[src/rtl/updown_counter_mod.sv]
// Parametrised up/down event counter with programmable terminal value,
// wrap or saturate behaviour, synchronous clear and load, a combinational
// cascade carry and a sticky overflow flag.
//
// Per-cycle priority: rst_n low > clr > load > enable > hold.
// Cascading: feed this stage's carry_out into the next stage's enable.
// carry_out is high exactly when this stage is about to take its
// terminal-count step, which is the step that moves the next stage.
module updown_counter_mod #(
    parameter int unsigned WIDTH    = 8,
    parameter int unsigned MAX_VAL  = 2**WIDTH - 1,
    parameter bit          SAT_MODE = 1'b0
) (
    input  logic             clk,
    input  logic             rst_n,
    input  logic             clr,
    input  logic             load,
    input  logic [WIDTH-1:0] data_in,
    input  logic             enable,
    input  logic             up_dn,
    input  logic             ovf_clr,
    output logic [WIDTH-1:0] count,
    output logic             carry_out,
    output logic             wrap_pulse,
    output logic             ovf,
    output logic             load_err
);

    // Terminal value at counter width; all compares against it are full
    // width, so MAX_VAL = 2**WIDTH-1 behaves like natural rollover.
    localparam logic [WIDTH-1:0] MAX_V = MAX_VAL[WIDTH-1:0];
    localparam logic [WIDTH-1:0] ZERO  = '0;
    localparam logic [WIDTH-1:0] ONE   = {{(WIDTH-1){1'b0}}, 1'b1};

    logic [WIDTH-1:0] count_q, count_d;
    logic             wrap_q, wrap_d;
    logic             ovf_q, ovf_d;
    logic             load_err_q, load_err_d;

    logic at_max;
    logic at_zero;
    logic term_step;
    logic load_over;
    logic [WIDTH-1:0] step_val;

    // Limit detection and the terminal-step condition shared by the
    // next-state logic and the cascade carry.
    always_comb begin
        at_max    = (count_q == MAX_V);
        at_zero   = (count_q == ZERO);
        term_step = enable & ((up_dn & at_max) | (~up_dn & at_zero));
        load_over = (data_in > MAX_V);
    end

    // Value the counter moves to on an enabled step.
    always_comb begin
        step_val = count_q;
        if (up_dn) begin
            if (at_max) begin
                step_val = SAT_MODE ? MAX_V : ZERO;
            end else begin
                step_val = count_q + ONE;
            end
        end else begin
            if (at_zero) begin
                step_val = SAT_MODE ? ZERO : MAX_V;
            end else begin
                step_val = count_q - ONE;
            end
        end
    end

    // Next-state selection in priority order clr > load > enable > hold.
    // Reset is applied in the register block.
    always_comb begin
        count_d    = count_q;
        wrap_d     = 1'b0;
        load_err_d = 1'b0;
        ovf_d      = ovf_q & ~ovf_clr;
        if (clr) begin
            count_d = ZERO;
        end else if (load) begin
            if (load_over) begin
                count_d    = MAX_V;
                load_err_d = 1'b1;
            end else begin
                count_d = data_in;
            end
        end else if (enable) begin
            count_d = step_val;
            if (term_step) begin
                wrap_d = 1'b1;
                // A wrap/saturation event beats a simultaneous ovf_clr.
                ovf_d  = 1'b1;
            end
        end
    end

    // State registers with synchronous active-low reset; ovf_clr is
    // irrelevant while in reset because everything is zeroed.
    always_ff @(posedge clk) begin
        if (!rst_n) begin
            count_q    <= ZERO;
            wrap_q     <= 1'b0;
            ovf_q      <= 1'b0;
            load_err_q <= 1'b0;
        end else begin
            count_q    <= count_d;
            wrap_q     <= wrap_d;
            ovf_q      <= ovf_d;
            load_err_q <= load_err_d;
        end
    end

    // Output mapping; carry_out is suppressed whenever this cycle's step
    // will not actually happen (reset, clear or load).
    always_comb begin
        count      = count_q;
        wrap_pulse = wrap_q;
        ovf        = ovf_q;
        load_err   = load_err_q;
        carry_out  = term_step & rst_n & ~clr & ~load;
    end

endmodule

[config.mk]
export PLATFORM = sky130hd
export DESIGN_NAME = updown_counter_mod
export DESIGN_NICKNAME = d
export VERILOG_FILES = /design/src/rtl/updown_counter_mod.sv
export SDC_FILE = /design/constraint.sdc
export NUM_CORES = 1
export LEC_CHECK = 0
export BUFFER_PORTS_ARGS = -buffer_cell sky130_fd_sc_hd__buf_2
export CAP_MARGIN = 40
export CORE_MARGIN = 2
export CORE_UTILIZATION = 48
export CTS_BUF_LIST = sky130_fd_sc_hd__clkbuf_4
export DETAILED_ROUTE_END_ITERATION = 12
export GPL_ROUTABILITY_DRIVEN = 0
export PLACE_DENSITY_LB_ADDON = 0.08
export SLEW_MARGIN = 25
export SYNTH_ARGS = -nofsm -noshare
export SYNTH_HDL_FRONTEND = slang
export SYNTH_SLANG_ARGS = --single-unit
[constraint.sdc]
create_clock -name clk -period 1.7 [get_ports clk]
set_clock_uncertainty 0.15 [all_clocks]
set_input_delay 0.255 -clock clk [delete_from_list [all_inputs] [get_ports clk]]
set_output_delay 0.255 -clock clk [all_outputs]
set_load 0.01 [all_outputs]
==> impl_metrics.ini, run 1 <==
[grt]
grt_overflow = 0
grt_usage_pct = 26.8
grt_pass1_vias = 942
grt_max_degree = 13
grt_first_pass_wirelength_um = 4280
antenna_found_initial = 0

[detailed_routing]
remaining_drc_errors = 0
first_pass_iters = 4
num_vias = 1065
routed_wl_um = 2710
post_drt_wl_per_cell_um = 14.7
ant_nets = 0
drt_iter0_markers = 22
vias_per_cell = 5.79

[critical_path]
startpoint = count[1]
end_kind = output pin
critPathSlowestCell = dfxtp_4
slowest_delay_ps = 390
crit_arrival_ps = 1530
reg2reg_from = count[5]
worstSetupStartpointType = register
cp.required_ps = 1290
critPathKind = register to output pin
crit_chain = ha_1, and3_4, nand3_2, a211oi_2, buf_2
path_max_fanout = 4

[final_layout]
diodes = 0
syn_to_final_growth_pct = 41.0
final_core_util_pct = 72.9
drive_above_1_share_pct = 46.5
nets = 178

[floorplan]
die_y_um = 47.6
die_x_um = 47.6
die_area_um2 = 2260
core-area_um2 = 1760
fp-row-count = 15
ios = 27
initial_core_util_pct = 51.7

[outcome]
outcome = complete, but fails checks
failed_checks = setup timing

[timing]
setup_violations = 4
setup_slack_ps = -239
hold_viol = 0
setup_tns_ps = -404
rsz0062_at_grt = yes
drv_slew = 0
period_share_pct = 114
max_freq_mhz = 516
min_period_ps = 1940

[power_and_ir_drop]
p_comb_share_pct = 38.2
intPower_mw = 0.460
p_sw_share_pct = 33.7
p_per_area_nw_per_um2 = 540
p_switching_mw = 0.234
sequentialPowerShare_pct = 36.9
irDropWorstVdd_mv = 0.412
p_leak_nw = 0.582
p_total_mw = 0.695
clockPowerShare_pct = 24.9

[yosys]
synth_nets = 132
synth_edf_count = 0
synth_area_per_cell_um2 = 8.00
async_reset_ff_share_pct = 0
syn_area_um2 = 912
yosys.cell_types.count = 46
ys.flop_type = dfxtp_1
synth_seq_cells = 10
yosysWarnings = 0
synthCells = 114
yosysSeqAreaShare_pct = 21.9

[cts]
cts_tree = built
worstSkewPairLatency_ps = 260
clock_sink_count = 10
cts_max_path_buffers = 2
htree_levels = 1
path_clk_slew_ps = 70
cts_buffers = 3
postCtsHoldBufs = 0
cts.root.buffer_cell = clkbuf_4

[worst_hold_path]
holdCritPathClass = input pin to register
worstHoldStart = ovf_clr

[placed_design]
hpwl_um = 1940
port_buffers = 25

[flow_run]
max_cap_viol_count = 0
through the flow:
step	cells	hold slack, ps	instance area (µm²)	setup WS (ps)
2_1_floorplan	114	206	922	3.88
3_3_place_gp	175	294	1140	-6.92
3_5_place_dp	175	302	1140	-28.6
4_1_cts	184	16.1	1270	-227
5_1_grt	184	24.0	1290	-308
6_report	184	18.2	1290	-239
cells in the mapped netlist, types with 2 or more instances:
cell type / n / area [µm²]
xor2_1: 2 / 17.5
nand2b_1: 3 / 18.8
buf_4: 2 / 15.0
o31a_1: 4 / 35.0
nor3b_1: 2 / 15.0
a21oi_1: 9 / 45.0
nor2_1: 8 / 30.0
nor2b_1: 2 / 12.5
a2111o_1: 2 / 22.5
ha_1: 3 / 37.5
and3_1: 2 / 12.5
o21ai_0: 2 / 10.0
dfxtp_1: 10 / 200
nor3_1: 9 / 45.0
inv_1: 5 / 18.8
xnor2_1: 3 / 26.3
buf_6: 3 / 33.8
a21o_1: 2 / 15.0
nand3_1: 7 / 35.0
o211ai_1: 2 / 15.0
o31ai_1: 2 / 15.0
nand2_1: 6 / 22.5
cell families after synthesis:
group,share of synthesized area (%)
XOR/XNOR,4.80
other,0.411
flip-flops,21.9
buffers and inverters,11.2
adder cells (fa/ha/maj),4.12
AND/OR/NAND/NOR,27.7
multiplexers,1.10
AO/OA/AOI/OAI,28.7
layout by cell type, fill, tap and decap left out, types with 2 or more instances in the layout:
master / count
nand2_1: 6
inv_1: 3
dfxtp_1: 5
buf_2: 25
ha_4: 2
o211ai_1: 2
xnor2_1: 3
dfxtp_2: 2
nand3_2: 2
clkbuf_4: 3
nor2_1: 8
o31a_1: 4
dfxtp_4: 3
a21o_1: 2
buf_4: 24
nand2b_1: 3
a21oi_1: 9
nor2b_1: 2
xor2_1: 2
nand3_1: 5
a2111o_1: 2
o31ai_2: 2
nor3_1: 9
sequential cells by signal (all words and copies together) (netlist names):
signal      flops
wrap_pulse      1
count           8
ovf             1
routing by layer:
metal / vias up / wire length, µm / share of wire, % / GRT usage [%]
met4: 0 / 26 / 0.96 / 5.95
li1: 512 / - / - / -
met3: 6 / 170 / 6.3 / 3.40
met2: 47 / 1320 / 49 / 46.2
met1: 500 / 1190 / 44 / 35.7
met5: - / 0 / 0 / 0
what timing repair did:
item / 4_1_cts / 5_1_grt
gates resized for setup: 15 / 6
buffers inserted: 5 / 1
pin swaps: 5 / 4
setup endpoints to repair: 5 / 5
critical path, delay by kind of cell, from the launching register on:
family / cells / cell delay (ps)
flip-flops: 1 / 390
AND/OR/NAND/NOR: 2 / 290
AO/OA/AOI/OAI: 1 / 250
adder cells (fa/ha/maj): 1 / 180
buffers and inverters: 1 / 170
power by group through the flow:
stage	logic, mW	clock network [mW]	registers [mW]
2_1_floorplan	0.133	0	0.270
5_1_grt	0.287	0.189	0.257
3_3_place_gp	0.221	0	0.262
4_1_cts	0.253	0.175	0.257
3_5_place_dp	0.225	0	0.262
6_report	0.266	0.173	0.256
path summary, 6_finish.rpt:
path | end | slack [ps] | cells after the start
max | carry_out | -240 | 5
min | ovf | 20 | 2
min reg2reg | ovf | 310 | 2
max reg2reg | count[6] | -70 | 6
final cells by class:
type / instances / area [µm²]
Multi-Input combinational cell: 90 / 677
Fill cell: 157 / 478
Timing Repair Buffer: 50 / 317
Sequential cell: 10 / 214
Tap cell: 25 / 31.3
Clock buffer: 3 / 22.5
Inverter: 5 / 21.3
Clock inverter: 1 / 3.75
No activity file was read; power rests on OpenSTA's default activity.
==> run 2, diff against run 1 <==
CORE_UTILIZATION = 53   (was 48)
clock period = 2.05 ns   (was 1.7 ns; I/O delays follow)
==> impl_metrics.ini, run 2 (synthesis gave the netlist of run 1 again) <==
[detailed_routing]
remaining_drc_errors = 0
post_drt_wl_per_cell_um = 16.3
ant_nets = 0
vias_per_cell = 6.18
routed_wl_um = 2650
drt_iter0_markers = 33
first_pass_iters = 4
num_vias = 1008

[grt]
grt_usage_pct = 25.7
grt_pass1_vias = 869
grt_max_degree = 14
grtUsageMet2_pct = 46.5
use_met1_pct = 30.3
met3_usage_pct = 3.97
antenna_found_initial = 0
grt_first_pass_wirelength_um = 3820
grt.busiest_layer = met2
grt_overflow = 0

[floorplan]
die_y_um = 45.5
die_area_um2 = 2070
fp-row-count = 14
initial_core_util_pct = 58.5
die_x_um = 45.5
core-area_um2 = 1560
ios = 27

[timing]
max_freq_mhz = 488
rsz0062_at_grt = yes
min_period_ps = 2050
worst_hold_slack_ps = 57.3
drv_slew = 0
period_share_pct = 99.9
setup_tns_ps = 0
hold_viol = 0
setup_violations = 0

[critical_path]
worstSetupStartpointType = register
crit_arrival_ps = 1590
cp.required_ps = 1590
critPathKind = register to output pin
end_kind = output pin
path_max_fanout = 8
r2r_setup_slack_ps = 210

[final_layout]
drive_above_1_share_pct = 37.4
final_core_util_pct = 73.8
fillers = 133
syn_to_final_growth_pct = 26.1
final_common_cell = buf_2
nets = 166
stdcell_count = 163
diodes = 0
regArea_um2 = 209
final_cell_mix = buf_2 (25), buf_4 (13), a21oi_1 (9), nor3_1 (9), nor2_1 (8)
multi_input_area_um2 = 648
largest_reg_flops = 8

[cts]
htree_levels = 1
clock_sink_count = 10
worstSkewPairLatency_ps = 280
path_clk_slew_ps = 70
cts_buffers = 3
cts_tree = built
cts.root.buffer_cell = clkbuf_4
cts_max_path_buffers = 2

[placed_design]
hpwl_um = 1730
dp_cells = 156
port_buffers = 25

[flow_run]
max_cap_viol_count = 0

[worst_hold_path]
holdCritPathClass = input pin to register

[power_and_ir_drop]
p_leak_nw = 0.517
p_per_area_nw_per_um2 = 480
irDropWorstVdd_mv = 0.470

[outcome]
outcome = finished clean
[run 2: cell types whose count changed in the layout (fill, tap and decap cells not counted), moves of 2 or more]
cell / previous run / this run
dfxtp_1: 5 / 7
o31ai_2: 2 / 0
o31ai_1: 0 / 2
buf_4: 24 / 13
[run 2: critical path: stages (launching register included)]
cell	delay (ps)
dfxtp_4	380
inv_4	70
ha_4	120
nor3b_4	220
nand3_2	120
a211oi_2	250
buf_2	160
[run 2: report_power, final]
part | leakage [nW] | switching, mW | internal [mW]
Sequential | 0.0835 | 0.0172 | 0.202
Clock | 0.0154 | 0.0795 | 0.0708
Combinational | 0.419 | 0.0968 | 0.0862
[run 2: final timing paths]
path | startpoint | end | cells past startpoint
min reg2reg | ovf | ovf | 2
max | count[1] | carry_out | 6
min | ovf_clr | ovf | 2
max reg2reg | count[1] | count[4] | 7
[run 2: repair_timing]
item	in CTS	in global routing
endpoints found under the hold margin	0	0
hold buffers	0	0
resized for setup	8	8
setup endpoints to repair	1	1
setup buffers	1	2
pin swaps	1	1
[run 2: area by class of cell]
| type | count | share of cell area [%] |
|---|---|---|
| clock buffer | 3 | 1.96 |
| clock inverter | 1 | 0.326 |
| tap | 16 | 1.74 |
| multi-input combinational | 90 | 56.4 |
| sequential | 10 | 18.2 |
| inverter | 5 | 2.07 |
| timing repair buffer | 38 | 19.4 |
[run 2: routing by layer]
layer	routed length [µm]	vias up
li1	-	491
met2	1320	42
met4	55	0
met3	149	7
met1	1130	468
met5	0	-
[run 2: through the flow]
stage                     cell area (µm²)  setup slack (ps)  power (mW)
after floorplan                       912               129       0.332
after global placement               1050               188       0.381
after detailed placement             1050               151       0.384
after CTS                            1100              12.9       0.533
after global routing                 1150             -72.8       0.578
final                                1150              1.43       0.552
